File: src/rtl/chrono_bcd_pkg.sv
// Shared types and constants for the MM:SS stopwatch: state encoding and BCD digit limits.
package chrono_pkg;
  localparam int unsigned DIGIT_W = 4;

  typedef logic [DIGIT_W-1:0] digit_t;

  localparam digit_t BCD_UNITS_MAX = 4'd9;
  localparam digit_t BCD_TENS_MAX  = 4'd5;

  typedef enum logic [1:0] {
    IDLE  = 2'd0,
    RUN   = 2'd1,
    PAUSE = 2'd2
  } state_t;
endpackage

File: src/rtl/chrono_bcd_if.sv
// Stopwatch control inputs and display outputs; the stopwatch sits on the slave side.
interface chrono_bcd_if;
  import chrono_pkg::*;

  logic   tickIn;
  logic   btnStartStop;
  logic   btnClear;
  logic   btnLap;
  digit_t secU;
  digit_t secT;
  digit_t minU;
  digit_t minT;
  logic   running;
  logic   frozen;
  logic   ovf;

  modport master (
    output tickIn, btnStartStop, btnClear, btnLap,
    input  secU, secT, minU, minT, running, frozen, ovf
  );

  modport slave (
    input  tickIn, btnStartStop, btnClear, btnLap,
    output secU, secT, minU, minT, running, frozen, ovf
  );
endinterface

File: src/rtl/chrono_bcd_digit.sv
// One BCD counter digit that rolls over after MAX; carry is combinational so a cascade settles in one cycle.
module bcd_digit
  import chrono_pkg::*;
#(
  parameter digit_t MAX = BCD_UNITS_MAX
) (
  input  logic   clk,
  input  logic   rst,
  input  logic   inc,
  input  logic   clr,
  output digit_t value,
  output logic   carry
);

  digit_t value_q, value_d;

  always_comb begin
    value_d = value_q;
    if (clr) begin
      value_d = '0;
    end else if (inc) begin
      // >= keeps the digit inside its range even from an unexpected value
      value_d = (value_q >= MAX) ? '0 : value_q + 4'd1;
    end
  end

  always_ff @(posedge clk or posedge rst) begin
    if (rst) value_q <= '0;
    else     value_q <= value_d;
  end

  assign value = value_q;
  assign carry = inc && (value_q == MAX);

endmodule

File: src/rtl/chrono_bcd.sv
// MM:SS stopwatch driven by the divider's tick waveform (sampled as data, never as a clock).
// Optional lap-freeze display enabled by defining CHRONO_LAP_EN.
module chrono_bcd
  import chrono_pkg::*;
#(
  parameter logic TICK_POL = 1'b0
) (
  input logic         clkIn,
  input logic         rst,
  chrono_bcd_if.slave bus
);

  logic   tick_r_q, tick_p_q;
  logic   ss_r_q, ss_p_q;
  logic   clr_r_q, clr_p_q;
  state_t state_q, state_d;
  logic   running_q, running_d;
  logic   ovf_q, ovf_d;
  logic   tick_ev, ss_ev, clr_ev, count_inc;
  logic   c_su, c_st, c_mu, c_mt;
  digit_t su, st, mu, mt;

  assign tick_ev   = (tick_r_q != TICK_POL) && (tick_p_q == TICK_POL);
  assign ss_ev     = ss_r_q && !ss_p_q;
  assign clr_ev    = clr_r_q && !clr_p_q;
  // The pre-edge state gates counting, so a tick coincident with stop still counts
  assign count_inc = tick_ev && (state_q == RUN) && !clr_ev;

  always_comb begin
    state_d = state_q;
    if (clr_ev) begin
      state_d = IDLE;
    end else if (ss_ev) begin
      case (state_q)
        RUN:     state_d = PAUSE;
        default: state_d = RUN;
      endcase
    end
    running_d = (state_d == RUN);
    ovf_d     = c_mt;
  end

  always_ff @(posedge clkIn or posedge rst) begin
    if (rst) begin
      tick_r_q  <= TICK_POL;
      tick_p_q  <= TICK_POL;
      ss_r_q    <= 1'b0;
      ss_p_q    <= 1'b0;
      clr_r_q   <= 1'b0;
      clr_p_q   <= 1'b0;
      state_q   <= IDLE;
      running_q <= 1'b0;
      ovf_q     <= 1'b0;
    end else begin
      tick_r_q  <= bus.tickIn;
      tick_p_q  <= tick_r_q;
      ss_r_q    <= bus.btnStartStop;
      ss_p_q    <= ss_r_q;
      clr_r_q   <= bus.btnClear;
      clr_p_q   <= clr_r_q;
      state_q   <= state_d;
      running_q <= running_d;
      ovf_q     <= ovf_d;
    end
  end

  bcd_digit #(.MAX(BCD_UNITS_MAX)) u_sec_u (
    .clk(clkIn), .rst(rst), .inc(count_inc), .clr(clr_ev), .value(su), .carry(c_su)
  );
  bcd_digit #(.MAX(BCD_TENS_MAX)) u_sec_t (
    .clk(clkIn), .rst(rst), .inc(c_su), .clr(clr_ev), .value(st), .carry(c_st)
  );
  bcd_digit #(.MAX(BCD_UNITS_MAX)) u_min_u (
    .clk(clkIn), .rst(rst), .inc(c_st), .clr(clr_ev), .value(mu), .carry(c_mu)
  );
  bcd_digit #(.MAX(BCD_TENS_MAX)) u_min_t (
    .clk(clkIn), .rst(rst), .inc(c_mu), .clr(clr_ev), .value(mt), .carry(c_mt)
  );

  assign bus.running = running_q;
  assign bus.ovf     = ovf_q;

`ifdef CHRONO_LAP_EN
  logic        lap_r_q, lap_p_q, lap_ev;
  logic        frozen_q, frozen_d;
  logic [15:0] snap_q, snap_d;

  assign lap_ev = lap_r_q && !lap_p_q;

  always_comb begin
    frozen_d = frozen_q;
    snap_d   = snap_q;
    if (clr_ev) begin
      frozen_d = 1'b0;
    end else if (lap_ev && (state_q != IDLE)) begin
      frozen_d = !frozen_q;
      if (!frozen_q) snap_d = {mt, mu, st, su};
    end
  end

  always_ff @(posedge clkIn or posedge rst) begin
    if (rst) begin
      lap_r_q  <= 1'b0;
      lap_p_q  <= 1'b0;
      frozen_q <= 1'b0;
      snap_q   <= '0;
    end else begin
      lap_r_q  <= bus.btnLap;
      lap_p_q  <= lap_r_q;
      frozen_q <= frozen_d;
      snap_q   <= snap_d;
    end
  end

  assign bus.frozen = frozen_q;
  assign {bus.minT, bus.minU, bus.secT, bus.secU} = frozen_q ? snap_q : {mt, mu, st, su};
`else
  logic lap_unused;
  assign lap_unused = bus.btnLap;
  assign bus.frozen = 1'b0;
  assign {bus.minT, bus.minU, bus.secT, bus.secU} = {mt, mu, st, su};
`endif

endmodule

File: src/flat_wrapper.sv
// flat-port wrapper written by rule: the top's interface ports become plain ports
module chrono_bcd_flat import chrono_pkg::*;
#(
  parameter logic TICK_POL = 1'b0
)
  (clkIn, rst, bus_tickIn, bus_btnStartStop, bus_btnClear, bus_btnLap, bus_secU, bus_secT, bus_minU, bus_minT, bus_running, bus_frozen, bus_ovf);
  chrono_bcd_if bus_i ();
  input logic clkIn;
  input logic rst;
  input wire logic [$bits(bus_i.tickIn)-1:0] bus_tickIn;
  input wire logic [$bits(bus_i.btnStartStop)-1:0] bus_btnStartStop;
  input wire logic [$bits(bus_i.btnClear)-1:0] bus_btnClear;
  input wire logic [$bits(bus_i.btnLap)-1:0] bus_btnLap;
  output wire logic [$bits(bus_i.secU)-1:0] bus_secU;
  output wire logic [$bits(bus_i.secT)-1:0] bus_secT;
  output wire logic [$bits(bus_i.minU)-1:0] bus_minU;
  output wire logic [$bits(bus_i.minT)-1:0] bus_minT;
  output wire logic [$bits(bus_i.running)-1:0] bus_running;
  output wire logic [$bits(bus_i.frozen)-1:0] bus_frozen;
  output wire logic [$bits(bus_i.ovf)-1:0] bus_ovf;
  assign bus_i.tickIn = bus_tickIn;
  assign bus_i.btnStartStop = bus_btnStartStop;
  assign bus_i.btnClear = bus_btnClear;
  assign bus_i.btnLap = bus_btnLap;
  assign bus_secU = bus_i.secU;
  assign bus_secT = bus_i.secT;
  assign bus_minU = bus_i.minU;
  assign bus_minT = bus_i.minT;
  assign bus_running = bus_i.running;
  assign bus_frozen = bus_i.frozen;
  assign bus_ovf = bus_i.ovf;
  chrono_bcd #(.TICK_POL(TICK_POL)) u_core (.clkIn(clkIn), .rst(rst), .bus(bus_i));
endmodule
File: config.mk
export PLATFORM = sky130hd
export DESIGN_NAME = chrono_bcd_flat
export DESIGN_NICKNAME = d
export VERILOG_FILES = /design/src/rtl/chrono_bcd_pkg.sv /design/src/rtl/chrono_bcd_if.sv /design/src/rtl/chrono_bcd_digit.sv /design/src/rtl/chrono_bcd.sv /design/src/flat_wrapper.sv
export SDC_FILE = /design/constraint.sdc
export NUM_CORES = 1
export LEC_CHECK = 0
export CORE_UTILIZATION = 45
export DETAILED_ROUTE_END_ITERATION = 16
export PLACE_DENSITY = 0.74
export SLEW_MARGIN = 20
export SYNTH_ARGS = -nofsm -noshare
export SYNTH_HDL_FRONTEND = slang
export SYNTH_SLANG_ARGS = --single-unit
File: constraint.sdc
create_clock -name clkIn -period 2.2 [get_ports clkIn]
set_input_delay 0.44 -clock clkIn [delete_from_list [all_inputs] [get_ports clkIn]]
set_output_delay 0.44 -clock clkIn [all_outputs]
set_load 0.02 [all_outputs]
==> impl_metrics.yaml, run 1 <==
routing:
  drc_errors: 2
  viasPerCell: 5.64
  initialDrtViolationCount: 49
  first_pass_iters: 12
  num_vias: 1066
  drt-total-wl_mm: 2.66
  wire_per_inst_um: 14.1
  detail-route-antenna-nets: 0
worst_hold_path:
  hold_class: "reg -> reg"
critical_path:
  cpMostUsedCell: "or4_4"
  path_cells: "inv_1 > ha_1 > nand3b_1 > or4_4 > or4_4 > o21ai_2"
  cp_max_fo: 8
  slowest_delay_ns: 0.55
  arrival_ns: 2.34
  cp_top_family: "simple AND/OR/NAND/NOR gates"
  required_ns: 2.48
  cp_slowest_cell: "or4_4"
  crit_type: "reg -> reg"
  crit_buf_inv: 1
  critPathLaunchType: "flop"
  worstSetupEndpointType: "flop"
placed_design:
  numPortBuffers: 22
  post_dp_cell_area_mm2: 0.00165
  dp_hpwl_mm: 1.92
  gp_congestion: 0.786
layout:
  final_area_mm2: 0.00170
  n_antenna_cell: 0
  final_nets: 177
  area_growth_syn_to_layout_pct: 21.4
  post-route-util_pct: 59.7
  drive_above_1_share_pct: 8.86
floorplan:
  die_area_mm2: 0.00334
  die_y_um: 57.8
  die_w_um: 57.8
  core_mm2: 0.00285
  fp-row-count: 19
  initial_utilization_pct: 49.2
  ioPinCount: 25
grt:
  use_met3_pct: 2.23
  grt.total_usage_pct: 17.9
  use_met1_pct: 21.6
  grt_pass1_wl_mm: 4.57
  grt_max_degree: 27
  top_usage_layer: "met2"
  first_global_vias: 1073
  antenna_found_initial: 0
  gr-total-overflow: 0
  met2_usage_pct: 31.9
yosys:
  yosys.area.top_type: "dfrtp_1"
  yosysWarnings: 0
  syn-cell-area_mm2: 0.00140
  synth_cell_type_count: 41
  synth_edf_count: 0
  synth.avg_cell_area_um2: 10.5
  yosysMostFrequentCell: "dfrtp_1"
  netlist_instances: 133
  yosysTopAreaCellShare_pct: 46.4
  ys_seq_elements: 26
  synth_fp_nets: 151
  ys.flop_type: "dfrtp_1"
  yosysSeqAreaShare_pct: 46.4
  async_reset_ff_share_pct: 100
  ys_top_cells_by_count: "26 x dfrtp_1, 12 x ha_1, 12 x inv_1, 11 x nand2_1, 7 x nand3_1"
  synth.area.top_cells: "dfrtp_1 46%, ha_1 11%, inv_1 3.2%"
flow_run:
  cap_viol_max_count: 0
timing:
  tns_ns: 0
  rsz0062_at_grt: "false"
  worstMarginPinSlew_ns: 0.686
  slew_viol_final: 0
  holdWs_ns: 0.396
  skew_ns: 0.00280
  min_period_ns: 2.06
  hold_viol_final: 0
  fin_crit_sh_pct: 93.4
  max_freq_ghz: 0.487
  max_slew_margin_pct: 53.9
  setup_viol: 0
power:
  p_int_uw: 736
  switching_share_pct: 24.0
  pwr-share-clk_pct: 35.2
  finalPower_uw: 969
  power_frac_comb_pct: 11.9
  ir_worst_vdd_v: 0.000344
  p_leak_nw: 0.727
  power_density_mw_per_mm2: 569
  p_sw_uw: 233
  seqPwrFrac_pct: 52.8
clock_tree:
  htree_levels: 1
  cts.sinks: 26
  cts-root-buf: "clkbuf_4"
  post-cts-setup-buffers: 0
  hold_buffers: 0
  cts_buffers: 3
  clk_latency_ns: 0.34
  cts_tree: "built"
  postCtsResizedCells: 0
  clk_pin_slew_ns: 0.15
  clock_path_buffers: 2
outcome:
  violations: "DRC"
  run_status: "finished with violations"
-- final cells by class --
class                   instances  area, um2
repair buffers                 25        243
clock buffers                   3       22.5
well taps                      31       38.8
fillers                       251       1150
multi-input cells              91        673
inverters                      12       45.0
clock inverters                 1       30.0
flip-flops and latches         26        651
-- per-stage QoR --
stage               instances  setup slack (ns)
global route              189            0.0453
CTS                       189             0.143
finish                    189             0.145
floorplan                 133             0.110
global placement          185             0.214
detailed placement        185             0.179
-- power by group through the flow --
stage	Combinational (mW)	Clock, mW	Sequential [mW]
final	0.116	0.341	0.512
after global routing	0.127	0.358	0.514
after detailed placement	0.116	0	0.521
after floorplan	0.0613	0	0.531
after global placement	0.113	0	0.519
after CTS	0.117	0.346	0.512
-- routing by layer --
| metal | vias to the layer above | part of all wire (%) |
|---|---|---|
| li1 | 505 | - |
| met1 | 530 | 45 |
| met2 | 27 | 50 |
| met3 | 4 | 4.0 |
| met4 | 0 | 1.5 |
| met5 | - | 0 |
-- sequential cells by signal, summed over array words and instances, names as in the netlist --
name	flops
u_core.bus.ovf	1
u_core.tick_p_q	1
u_core.u_sec_u.value	4
u_core.tick_r_q	1
u_core.ss_r_q	1
u_core.bus.running	1
u_core.u_min_u.value	4
u_core.ss_p_q	1
u_core.state_q	2
u_core.clr_r_q	1
u_core.u_min_t.value	4
u_core.clr_p_q	1
u_core.u_sec_t.value	4
-- cell usage in the layout, fill, tap and decap left out, types with 2 or more instances in the layout --
cell type,n
mux2i_1,3
o31ai_1,2
clkdlybuf4s50_1,22
nor2b_1,2
nor2_1,3
a31oi_1,2
nand3b_1,3
ha_1,12
o22ai_1,4
nand3_1,7
or4_4,2
nand2b_1,5
nor3_1,2
nand2_1,11
xnor2_1,2
buf_4,3
clkbuf_4,3
o21ai_0,3
or3_1,2
dfrtp_1,26
nor3b_1,2
a21oi_1,6
inv_1,12
-- final timing paths --
| check | startpoint | end | slack (ns) | depth (start not counted) |
|---|---|---|---|---|
| worst min-delay path | u_core.ss_r_q$_DFF_PP0_ | u_core.ss_p_q$_DFF_PP0_ | 0.40 | 0 |
| worst max register to register | u_core.u_sec_u.value[1]$_DFFE_PP0P_ | u_core.u_min_t.value[3]$_DFFE_PP0P_ | 0.14 | 6 |
| worst max-delay path | u_core.u_sec_u.value[1]$_DFFE_PP0P_ | u_core.u_min_t.value[3]$_DFFE_PP0P_ | 0.14 | 6 |
| max in group asynchronous | rst | u_core.u_min_u.value[0]$_DFFE_PP0P_ | 1.53 | 3 |
| worst min register to register | u_core.ss_r_q$_DFF_PP0_ | u_core.ss_p_q$_DFF_PP0_ | 0.40 | 0 |
| min in group asynchronous | rst | u_core.u_min_t.value[0]$_DFFE_PP0P_ | 0.42 | 3 |
-- logic make-up (layout without fill, tap and decap cells) --
kind of cell    Yosys count  after routing  share of synthesized area (%)
buf+inv                  16             41                           5.62
fa+ha+maj                12             12                           10.7
simple gates             48             48                           21.9
compound gates           24             24                           10.9
other cells               1              1                          0.267
mux                       4              4                           2.94
flops                    26             26                           46.4
xor+xnor                  2              2                           1.25
Note: power is estimated with default switching activity, not from simulation.
==> inputs of run 2 (changes only) <==
--- a/config.mk
+++ b/config.mk
@@ -5,9 +5,9 @@
 export SDC_FILE = /design/constraint.sdc
 export NUM_CORES = 1
 export LEC_CHECK = 0
-export CORE_UTILIZATION = 45
+export CORE_UTILIZATION = 51
 export DETAILED_ROUTE_END_ITERATION = 16
-export PLACE_DENSITY = 0.74
+export PLACE_DENSITY = 0.82
 export SLEW_MARGIN = 20
 export SYNTH_ARGS = -nofsm -noshare
 export SYNTH_HDL_FRONTEND = slang
==> run 2 against run 1 <==
The run now ends clean. Combinational power is essentially flat. Fmax is 0.68% lower. Cell area grew 0.81%. Via count up 2.0%. First-iteration DRC count fell by 45%. Total power fell by 0.98%. Register-to-register slack about the same. Global-route usage grew 4.0 points. Worst hold slack got worse by 0.010 ns. Critical path type unchanged. Largest cell class unchanged. Highest routed layer unchanged.
==> impl_metrics.yaml, run 2 (same netlist as run 1, synthesis figures left out) <==
timing:
  hold_viol_final: 0
  fin_crit_sh_pct: 94.1
  slew_viol_final: 0
  max_freq_ghz: 0.483
  rsz0062_at_grt: "false"
  skew_ns: 0.00384
  worst_slack_ns: 0.131
  setup_viol: 0
  min_period_ns: 2.07
  tns_ns: 0
power:
  ir_worst_vdd_v: 0.000465
  pwr-share-clk_pct: 34.6
  seqPwrFrac_pct: 53.3
  p_sw_uw: 223
  p_leak_nw: 0.737
  power_density_mw_per_mm2: 559
  p_int_uw: 737
  switching_share_pct: 23.2
  power_frac_comb_pct: 12.1
layout:
  seq_area_um2: 651
  mostFrequentLayoutCells: "26 x dfrtp_1, 22 x clkdlybuf4s50_1, 12 x inv_1, 12 x ha_1, 11 x nand2_1"
  final_area_mm2: 0.00172
  nFillCells: 201
  drive_above_1_share_pct: 10.0
  multi_input_area_um2: 673
  mostFrequentLayoutCell: "dfrtp_1"
  final_nets: 179
  n_antenna_cell: 0
  post-route-util_pct: 67.5
  area_growth_syn_to_layout_pct: 22.4
floorplan:
  die_w_um: 54.4
  die_y_um: 54.4
  core_mm2: 0.00254
  fp-row-count: 18
  die_area_mm2: 0.00296
  initial_utilization_pct: 55.1
  ioPinCount: 25
grt:
  grt_max_degree: 27
  grt.total_usage_pct: 21.9
  antenna_found_initial: 0
  grt_pass1_wl_mm: 4.55
  gr-total-overflow: 0
  first_global_vias: 1045
routing:
  detail-route-antenna-nets: 0
  num_vias: 1087
  wire_per_inst_um: 14.4
  initialDrtViolationCount: 27
  first_pass_iters: 4
  viasPerCell: 5.72
  drc_errors: 0
  drt-total-wl_mm: 2.73
worst_hold_path:
  holdPathEnd: "u_core.ss_p_q$_DFF_PP0_"
  min_from: "u_core.ss_r_q$_DFF_PP0_"
  holdPathStages: 0
  hold_class: "reg -> reg"
placed_design:
  post_dp_cell_area_mm2: 0.00166
  gp_congestion: 0.739
  numPortBuffers: 22
  dp_worst_setup_slack_ns: 0.174
  dp_hpwl_mm: 2.03
critical_path:
  crit_buf_inv: 1
  cp_slowest_cell: "or4_4"
  critPathLaunchType: "flop"
  path_cells: "inv_1 > ha_1 > nand3b_1 > or4_4 > or4_4 > o21ai_2"
  worstSetupEndpointType: "flop"
  cp_top_family: "simple AND/OR/NAND/NOR gates"
  required_ns: 2.47
  cp_max_fo: 8
  crit_type: "reg -> reg"
  arrival_ns: 2.34
  cpMostUsedCell: "or4_4"
  worst_r2r_path_depth: 6
  rrSetupSlack_ns: 0.13
  worstReg2RegStart: "u_core.u_sec_u.value[1]$_DFFE_PP0P_"
  slowest_delay_ns: 0.55
  r2r_end: "u_core.u_min_t.value[3]$_DFFE_PP0P_"
clock_tree:
  postCtsResizedCells: 0
  clk_pin_slew_ns: 0.14
  cts_tree: "built"
  hold_buffers: 0
  cts.sinks: 26
  clock_path_buffers: 2
  cts_buffers: 3
  cts-root-buf: "clkbuf_4"
  htree_levels: 1
  clk_latency_ns: 0.33
  post-cts-setup-buffers: 0
flow_run:
  cap_viol_max_count: 0
outcome:
  run_status: "finished, final reports clean"
[run 2: cell types whose count changed in the layout (fill, tap and decap cells not counted), sizes merged]
cell / change
buf: +2
[run 2: per-stage QoR]
| step | hold WS [ns] | std cells | power [mW] |
|---|---|---|---|
| 6_report | 0.386 | 190 | 0.959 |
| 5_1_grt | 0.403 | 190 | 0.995 |
| 4_1_cts | 0.390 | 190 | 0.965 |
| 3_5_place_dp | 0.358 | 186 | 0.637 |
| 3_3_place_gp | 0.357 | 186 | 0.632 |
| 2_1_floorplan | 0.347 | 133 | 0.593 |
[run 2: power by group through the flow]
stage                     combinational (mW)  sequential (mW)  clock, mW
after floorplan                       0.0613            0.531          0
after global placement                 0.113            0.519          0
after detailed placement               0.117            0.520          0
after CTS                              0.118            0.511      0.336
after global routing                   0.130            0.514      0.351
final                                  0.116            0.511      0.332
[run 2: worst reg2reg max path, delay by kind of cell (launching register included)]
kind                       cells  cell delay [ns]
and+or+nand+nor                3             1.21
DFF                            1             0.46
adders and majority gates      1             0.17
buffers and inverters          1             0.12
AOI/OAI and AO/OA              1             0.06
[run 2: how the worst max path moves through the flow]
| stage | cells past startpoint | endpoint | startpoint |
|---|---|---|---|
| floorplan | 7 | u_core.u_min_t.value[3]$_DFFE_PP0P_ | u_core.u_sec_u.value[1]$_DFFE_PP0P_ |
| global placement | 6 | u_core.u_min_t.value[3]$_DFFE_PP0P_ | u_core.u_sec_u.value[1]$_DFFE_PP0P_ |
| detailed placement | 6 | u_core.u_min_t.value[3]$_DFFE_PP0P_ | u_core.u_sec_u.value[1]$_DFFE_PP0P_ |
| CTS | 6 | u_core.u_min_t.value[3]$_DFFE_PP0P_ | u_core.u_sec_u.value[1]$_DFFE_PP0P_ |
| global route | 6 | u_core.u_min_t.value[3]$_DFFE_PP0P_ | u_core.u_sec_u.value[1]$_DFFE_PP0P_ |
| finish | 6 | u_core.u_min_t.value[3]$_DFFE_PP0P_ | u_core.u_sec_u.value[1]$_DFFE_PP0P_ |
[run 2: metal layers]
layer | routed length [um] | up-vias | share of wire [%] | GRT usage (%)
met5 | 0 | - | 0 | 0
met4 | 74 | 0 | 2.7 | 10.3
met3 | 79 | 9 | 2.9 | 2.50
met2 | 1410 | 30 | 52 | 38.8
met1 | 1170 | 532 | 43 | 26.2
li1 | - | 516 | - | -
[run 2: layout make-up]
cell class	instances	share of cell area, %
multi-input combinational	91	39.2
tap	30	2.19
clock buffer	3	1.31
timing repair buffer	27	15.0
clock inverter	1	1.75
sequential	26	37.9
inverter	12	2.62
